==> src/rtl/rotate_sequencer.sv <==
// Rotate sequencer: fetches a 24-bit move order word from an external
// register file and applies up to six face moves, one nibble at a time.
// Faces are rotated or partially swapped through the register-file ports.
// The three faces are then compared against three ideal registers, and the
// result is reported as solved.
module rotate_sequencer #(
    parameter logic [3:0] ORDER_REG  = 4'd6,
    parameter logic [3:0] FACE_BASE  = 4'd0,
    parameter logic [3:0] IDEAL_BASE = 4'd9
) (
    input  logic        clk,
    input  logic        rst_n,
    input  logic        start,
    output logic [3:0]  src0,
    output logic [3:0]  src1,
    input  logic [23:0] data0,
    input  logic [23:0] data1,
    output logic [3:0]  dst,
    output logic        we,
    output logic [23:0] data,
    output logic        busy,
    output logic        done,
    output logic        solved,
    output logic [2:0]  move_cnt
);

    typedef enum logic [2:0] {
        S_IDLE,
        S_FETCH,
        S_READ,
        S_WB0,
        S_WB1,
        S_CMP,
        S_DONE
    } state_e;

    // Classification of one order nibble.
    typedef enum logic [1:0] {
        K_NOP,
        K_ROT,
        K_SWAP,
        K_END
    } kind_e;

    localparam logic [2:0] LAST_MOVE = 3'd6;

    state_e      state_q, state_d;
    logic [23:0] order_q, order_d;
    logic [23:0] opa_q, opa_d;
    logic [23:0] opb_q, opb_d;
    logic [2:0]  move_cnt_q, move_cnt_d;
    logic [1:0]  cmp_k_q, cmp_k_d;
    logic        match_q, match_d;
    logic        solved_q, solved_d;

    logic [3:0]  cur_code;
    kind_e       kind;
    logic [3:0]  off_a;
    logic [3:0]  off_b;
    logic [2:0]  cnt_inc;
    state_e      adv_state;

    // Nibble idx of the order word, most significant nibble first.
    function automatic logic [3:0] nibble_at(input logic [23:0] word,
                                             input logic [2:0]  idx);
        logic [3:0] nib;
        case (idx)
            3'd0:    nib = word[23:20];
            3'd1:    nib = word[19:16];
            3'd2:    nib = word[15:12];
            3'd3:    nib = word[11:8];
            3'd4:    nib = word[7:4];
            3'd5:    nib = word[3:0];
            default: nib = 4'h0;
        endcase
        return nib;
    endfunction

    // Rotate left by one nibble.
    function automatic logic [23:0] rotl4(input logic [23:0] x);
        return {x[19:0], x[23:20]};
    endfunction

    // Decode the current nibble into a move kind and the face offsets it touches.
    always_comb begin
        // NOTE: every combinationally assigned signal gets a default first, so no path can infer a latch.
        cur_code = nibble_at(order_q, move_cnt_q);
        kind     = K_NOP;
        off_a    = 4'd0;
        off_b    = 4'd0;
        case (cur_code)
            4'h1: begin kind = K_ROT;  off_a = 4'd0; off_b = 4'd0; end
            4'h2: begin kind = K_ROT;  off_a = 4'd1; off_b = 4'd1; end
            4'h3: begin kind = K_ROT;  off_a = 4'd2; off_b = 4'd2; end
            4'h4: begin kind = K_SWAP; off_a = 4'd0; off_b = 4'd1; end
            4'h5: begin kind = K_SWAP; off_a = 4'd1; off_b = 4'd2; end
            4'h6: begin kind = K_SWAP; off_a = 4'd2; off_b = 4'd0; end
            4'hF: begin kind = K_END; end
            default: begin kind = K_NOP; end
        endcase
    end

    // Advance to the next nibble. After the sixth nibble, go to the compare phase.
    always_comb begin
        cnt_inc   = move_cnt_q + 3'd1;
        adv_state = (cnt_inc == LAST_MOVE) ? S_CMP : S_READ;
    end

    // Compute the next state, the datapath next values and all outputs.
    always_comb begin
        state_d    = state_q;
        order_d    = order_q;
        opa_d      = opa_q;
        opb_d      = opb_q;
        move_cnt_d = move_cnt_q;
        cmp_k_d    = cmp_k_q;
        match_d    = match_q;
        solved_d   = solved_q;
        src0       = 4'd0;
        src1       = 4'd0;
        dst        = 4'd0;
        we         = 1'b0;
        data       = 24'd0;
        done       = 1'b0;

        case (state_q)
            S_IDLE: begin
                if (start) begin
                    state_d = S_FETCH;
                end
            end

            S_FETCH: begin
                src0       = ORDER_REG;
                order_d    = data0;
                move_cnt_d = 3'd0;
                cmp_k_d    = 2'd0;
                match_d    = 1'b1;
                state_d    = S_READ;
            end

            S_READ: begin
                if (kind == K_ROT || kind == K_SWAP) begin
                    src0 = FACE_BASE + off_a;
                    src1 = FACE_BASE + off_b;
                end
                opa_d = data0;
                opb_d = data1;
                case (kind)
                    K_ROT, K_SWAP: state_d = S_WB0;
                    K_END:         state_d = S_CMP;
                    default: begin
                        move_cnt_d = cnt_inc;
                        state_d    = adv_state;
                    end
                endcase
            end

            S_WB0: begin
                we  = 1'b1;
                dst = FACE_BASE + off_a;
                if (kind == K_SWAP) begin
                    data    = {opb_q[23:20], opa_q[19:0]};
                    state_d = S_WB1;
                end else begin
                    data       = rotl4(opa_q);
                    move_cnt_d = cnt_inc;
                    state_d    = adv_state;
                end
            end

            S_WB1: begin
                we         = 1'b1;
                dst        = FACE_BASE + off_b;
                data       = {opa_q[23:20], opb_q[19:0]};
                move_cnt_d = cnt_inc;
                state_d    = adv_state;
            end

            S_CMP: begin
                src0    = FACE_BASE + {2'b00, cmp_k_q};
                src1    = IDEAL_BASE + {2'b00, cmp_k_q};
                match_d = match_q & (data0 == data1);
                cmp_k_d = cmp_k_q + 2'd1;
                if (cmp_k_q == 2'd2) begin
                    state_d = S_DONE;
                end
            end

            S_DONE: begin
                done     = 1'b1;
                solved_d = match_q;
                state_d  = S_IDLE;
            end

            default: begin
                state_d = S_IDLE;
            end
        endcase
    end

    // Register the state and the datapath. Reset aborts a run at once.
    always_ff @(posedge clk or negedge rst_n) begin
        if (!rst_n) begin
            // NOTE: every register here is a plain flop, so all of them are reset; there is no storage array to exclude.
            state_q    <= S_IDLE;
            order_q    <= 24'd0;
            opa_q      <= 24'd0;
            opb_q      <= 24'd0;
            move_cnt_q <= 3'd0;
            cmp_k_q    <= 2'd0;
            match_q    <= 1'b0;
            solved_q   <= 1'b0;
        end else begin
            // NOTE: non-blocking assignments make every flop sample the same pre-edge values.
            state_q    <= state_d;
            order_q    <= order_d;
            opa_q      <= opa_d;
            opb_q      <= opb_d;
            move_cnt_q <= move_cnt_d;
            cmp_k_q    <= cmp_k_d;
            match_q    <= match_d;
            solved_q   <= solved_d;
        end
    end

    assign busy     = (state_q != S_IDLE);
    assign solved   = solved_q;
    assign move_cnt = move_cnt_q;

endmodule

==> config.mk <==
export PLATFORM = sky130hd
export DESIGN_NAME = rotate_sequencer
export DESIGN_NICKNAME = d
export VERILOG_FILES = /design/src/rtl/rotate_sequencer.sv
export SDC_FILE = /design/constraint.sdc
export NUM_CORES = 1
export LEC_CHECK = 0
export ABC_CLOCK_PERIOD_IN_PS = 10450
export BUFFER_PORTS_ARGS = -buffer_cell sky130_fd_sc_hd__buf_2
export CORE_MARGIN = 8
export CORE_UTILIZATION = 45
export CTS_BUF_LIST = sky130_fd_sc_hd__clkbuf_16
export CTS_CLUSTER_SIZE = 25
export DETAILED_ROUTE_END_ITERATION = 10
export PLACE_DENSITY = 0.67
export REMOVE_ABC_BUFFERS = 1
export SLEW_MARGIN = 5
export SYNTH_ARGS = -nofsm -noshare
export SYNTH_HDL_FRONTEND = slang
export SYNTH_SLANG_ARGS = --single-unit
==> constraint.sdc <==
create_clock -name clk -period 10.45 [get_ports clk]
set_input_delay 3.135 -clock clk [delete_from_list [all_inputs] [get_ports clk]]
set_output_delay 3.135 -clock clk [all_outputs]
set_load 0.05 [all_outputs]
==> impl_results.md <==
* Slowest cell on the critical path: a222oi_1
* Clk Latency, worst-skew pair at 0.33 ns
* Worst EP arrival at 4.19 ns
* DRC at 0
* Worst EP required at 7.32 ns
* Initial drt markers at 209
* RSZ-0062 raised after global routing: false
* FF-to-FF path depth at 13
* Endpoints failing setup at 0
* Port buffer count at 90
* R2r startpoint: move_cnt[2]
* Vias in the first global route at 3815
* Layout area overhead at 18.80%
* Routed WL at 11.89 mm
* Place WS at 3.575 ns
* Worst hold slack at 0.4829 ns
* Largest net degree at the start of global routing at 83
* EDFF count, synth at 0
* Post-Synthesis Cell Area at 4664 um^2
* Worst path bufs/invs at 3
* PostCTS Resize Cnt at 0
* Reg clk slew, reported paths at 0.06 ns
* Cell Rows at 37
* # fillers at 942
* GRT Total Usage at 0.1737
* Critical Path Start Type: register
* Crit end category: primary output
* Initial core utilization at 0.4580
* Syn Inst Count at 427
* Final Hold Viols at 0
* Max_slew headroom at 0.2614
* Share of async-settable or async-resettable flops after synthesis at 1.000
* Top Ports at 94
* Skew final at 0.004339 ns
* Vias/cell at 5.463
* H-tree depth at 3
* Ant diodes at 0
* Hold crit path type: register to register
* CP Max Fanout at 27
* Post-CTS Setup Repair Bufs at 0
* Post-DP HPWL at 8.512 mm
* Initial antenna violation count at 0
* GR Overflow Total at 0
* Multi-input gate area at 2464 um^2
* F_max at 136.5 MHz
* PwrDens at 407.2 nW/um^2
* Max clock buf depth at 2
* Antenna Nets Post-Route at 0
* Pleak at 2.470 nW
* Hold path start: match_q
* Post-synth top flop: dfrtp_1
* Synth warn at 0
* Max-cap viol count at 0
* Register Area at 2052 um^2
* CTS buffer count at 9
* DIE HEIGHT at 117.8 um
* Fin crit share at 0.7010
* CP Depth at 11
* CP Class: register to primary output
* Slew @ Worst Pin at 1.108 ns
* DIE AREA at 13880 um^2
* Layout cell share with drive strength beyond 1 at 0.3765
* Vias at 3529
* Clock sink count at 82
* Top delay family on crit path: compound AO/OA/AOI/OAI gates
* WHS Endpoint: match_q
* Layout Utilization at 0.5441
* First-pass GRT wire length at 19.78 mm
* Post-route minimum period at 7.326 ns
* Syn_area_per_cell at 10.92 um^2
* Mean routed wirelength per cell at 18.41 um
* Status: complete, no violations
* R2R Setup Slk at 6.48 ns
* Critical-path cell list: inv_1 > ha_1 > a222oi_1 > nand2_1 > mux2i_1 > a32oi_1 > ha_1 > buf_4 > mux2i_1 > o21ai_0 > buf_2
* FF+latch count, synth at 82
* Count of pins over their slew limit at 0
* Hold path depth at 1
* Critical path's largest stage delay at 0.75 ns
* VDD IR max at 0.1545 mV
* Die X at 117.8 um
* Cts hold-fix bufs at 0
* GP Congestion at 0.8723
* Power, Total at 0.002256 W
* TNS Setup at 0 ns
* Synth cell types at 46
* First-pass DRT Iterations at 5
* Critical R2R Capture: move_cnt[2]
* Nets at 567
* CTS tree: done
* Post-synthesis sequential area ratio at 0.4399
* Core Area at 10180 um^2
* Clk root buf: clkbuf_16
* Setup slack after layout at 3.124 ns
## area by class of cell
class | count | share of cell area
Multi-Input combinational cell | 309 | 0.4446
Sequential cell | 82 | 0.3703
Timing Repair Buffer | 93 | 0.08580
Clock buffer | 9 | 0.04064
Inverter | 10 | 0.006774
Clock inverter | 7 | 0.02122
Tap cell | 136 | 0.03071
## worst max path at each step
stage | start | slack, ns | endpoint
floorplan | move_cnt[2] | 2.58 | data[0]
global placement | move_cnt[2] | 3.79 | data[0]
detailed placement | move_cnt[2] | 3.58 | data[22]
CTS | move_cnt[2] | 3.18 | data[22]
global route | move_cnt[2] | 2.82 | data[22]
finish | move_cnt[2] | 3.12 | data[22]
## layout by cell type (no fill, tap or decap), types with 3 or more instances in the layout
cell	Yosys	routed
a211oi_1	3	3
a21oi_1	11	11
a222oi_1	3	3
a22oi_1	5	5
a32oi_1	5	5
and2_1	7	7
and3_1	4	4
buf_2	4	89
buf_4	3	4
bufinv_16	0	3
clkbuf_16	0	9
conb_1	1	3
dfrtp_1	82	82
ha_1	11	11
inv_1	10	10
mux2_2	74	74
mux2i_1	30	30
nand2_1	41	41
nand2b_1	5	5
nand3_1	3	3
nand4_1	3	3
nor2_1	6	5
nor2b_1	6	5
nor4_1	4	4
o21ai_0	33	33
o22ai_1	4	4
xnor2_1	9	9
xor2_1	16	16
## cell families after synthesis
family                   share of synthesized area
adder cells (fa/ha/maj)                    0.02951
AO/OA/AOI/OAI                               0.1132
other                                    0.0008039
flip-flops                                  0.4399
AND/OR/NAND/NOR                            0.08771
XOR/XNOR                                   0.04694
multiplexers                                0.2462
buffers and inverters                      0.03568
## registers in the layout (all words and copies together), names as in the netlist
| register | count |
|---|---|
| state_q | 3 |
| order_q | 24 |
| match_q | 1 |
| cmp_k_q | 2 |
| move_cnt | 3 |
| opa_q | 24 |
| solved | 1 |
| opb_q | 24 |
## Yosys cell counts (3+ instances only)
master     n  share of area
a211oi_1   3         0.0048
a21oi_1   11          0.012
a222oi_1   3         0.0064
a22oi_1    5         0.0080
a32oi_1    5         0.0094
and2_1     7         0.0094
and3_1     4         0.0054
buf_2      4         0.0043
buf_4      3         0.0048
clkbuf_1  19          0.015
dfrtp_1   82           0.44
ha_1      11          0.030
inv_1     10         0.0080
mux2_2    74           0.18
mux2i_1   30          0.064
nand2_1   41          0.033
nand2b_1   5         0.0067
nand3_1    3         0.0032
nand4_1    3         0.0040
nor2_1     6         0.0048
nor2b_1    6         0.0080
nor4_1     4         0.0054
o21ai_0   33          0.035
o22ai_1    4         0.0054
xnor2_1    9          0.017
xor2_1    16          0.030
## through the flow
stage / instances / cell area (um^2)
after floorplan: 401 / 4543
after global placement: 630 / 5199
after detailed placement: 630 / 5199
after CTS: 646 / 5542
after global routing: 646 / 5542
final: 646 / 5542
## power by group
group	total (W)	switching [W]	leakage [nW]	internal, W
combinational	0.00127	0.000751	1.34	0.000523
clock	0.000364	0.000131	0.159	0.000233
sequential	0.000618	0.000134	0.974	0.000484
total	0.00226	0.00102	2.47	0.00124
## metal layers
metal  part of all wire  up-vias  GRT usage  wire (um)
met1               0.46     1730     0.2254       5481
met3              0.053       10    0.04365        629
met4              0.012        0    0.04884        144
met2               0.47      110     0.2808       5636
met5                  0        -          0          0
li1                   -     1679          -          -
Note: power is estimated with default switching activity, not from simulation.
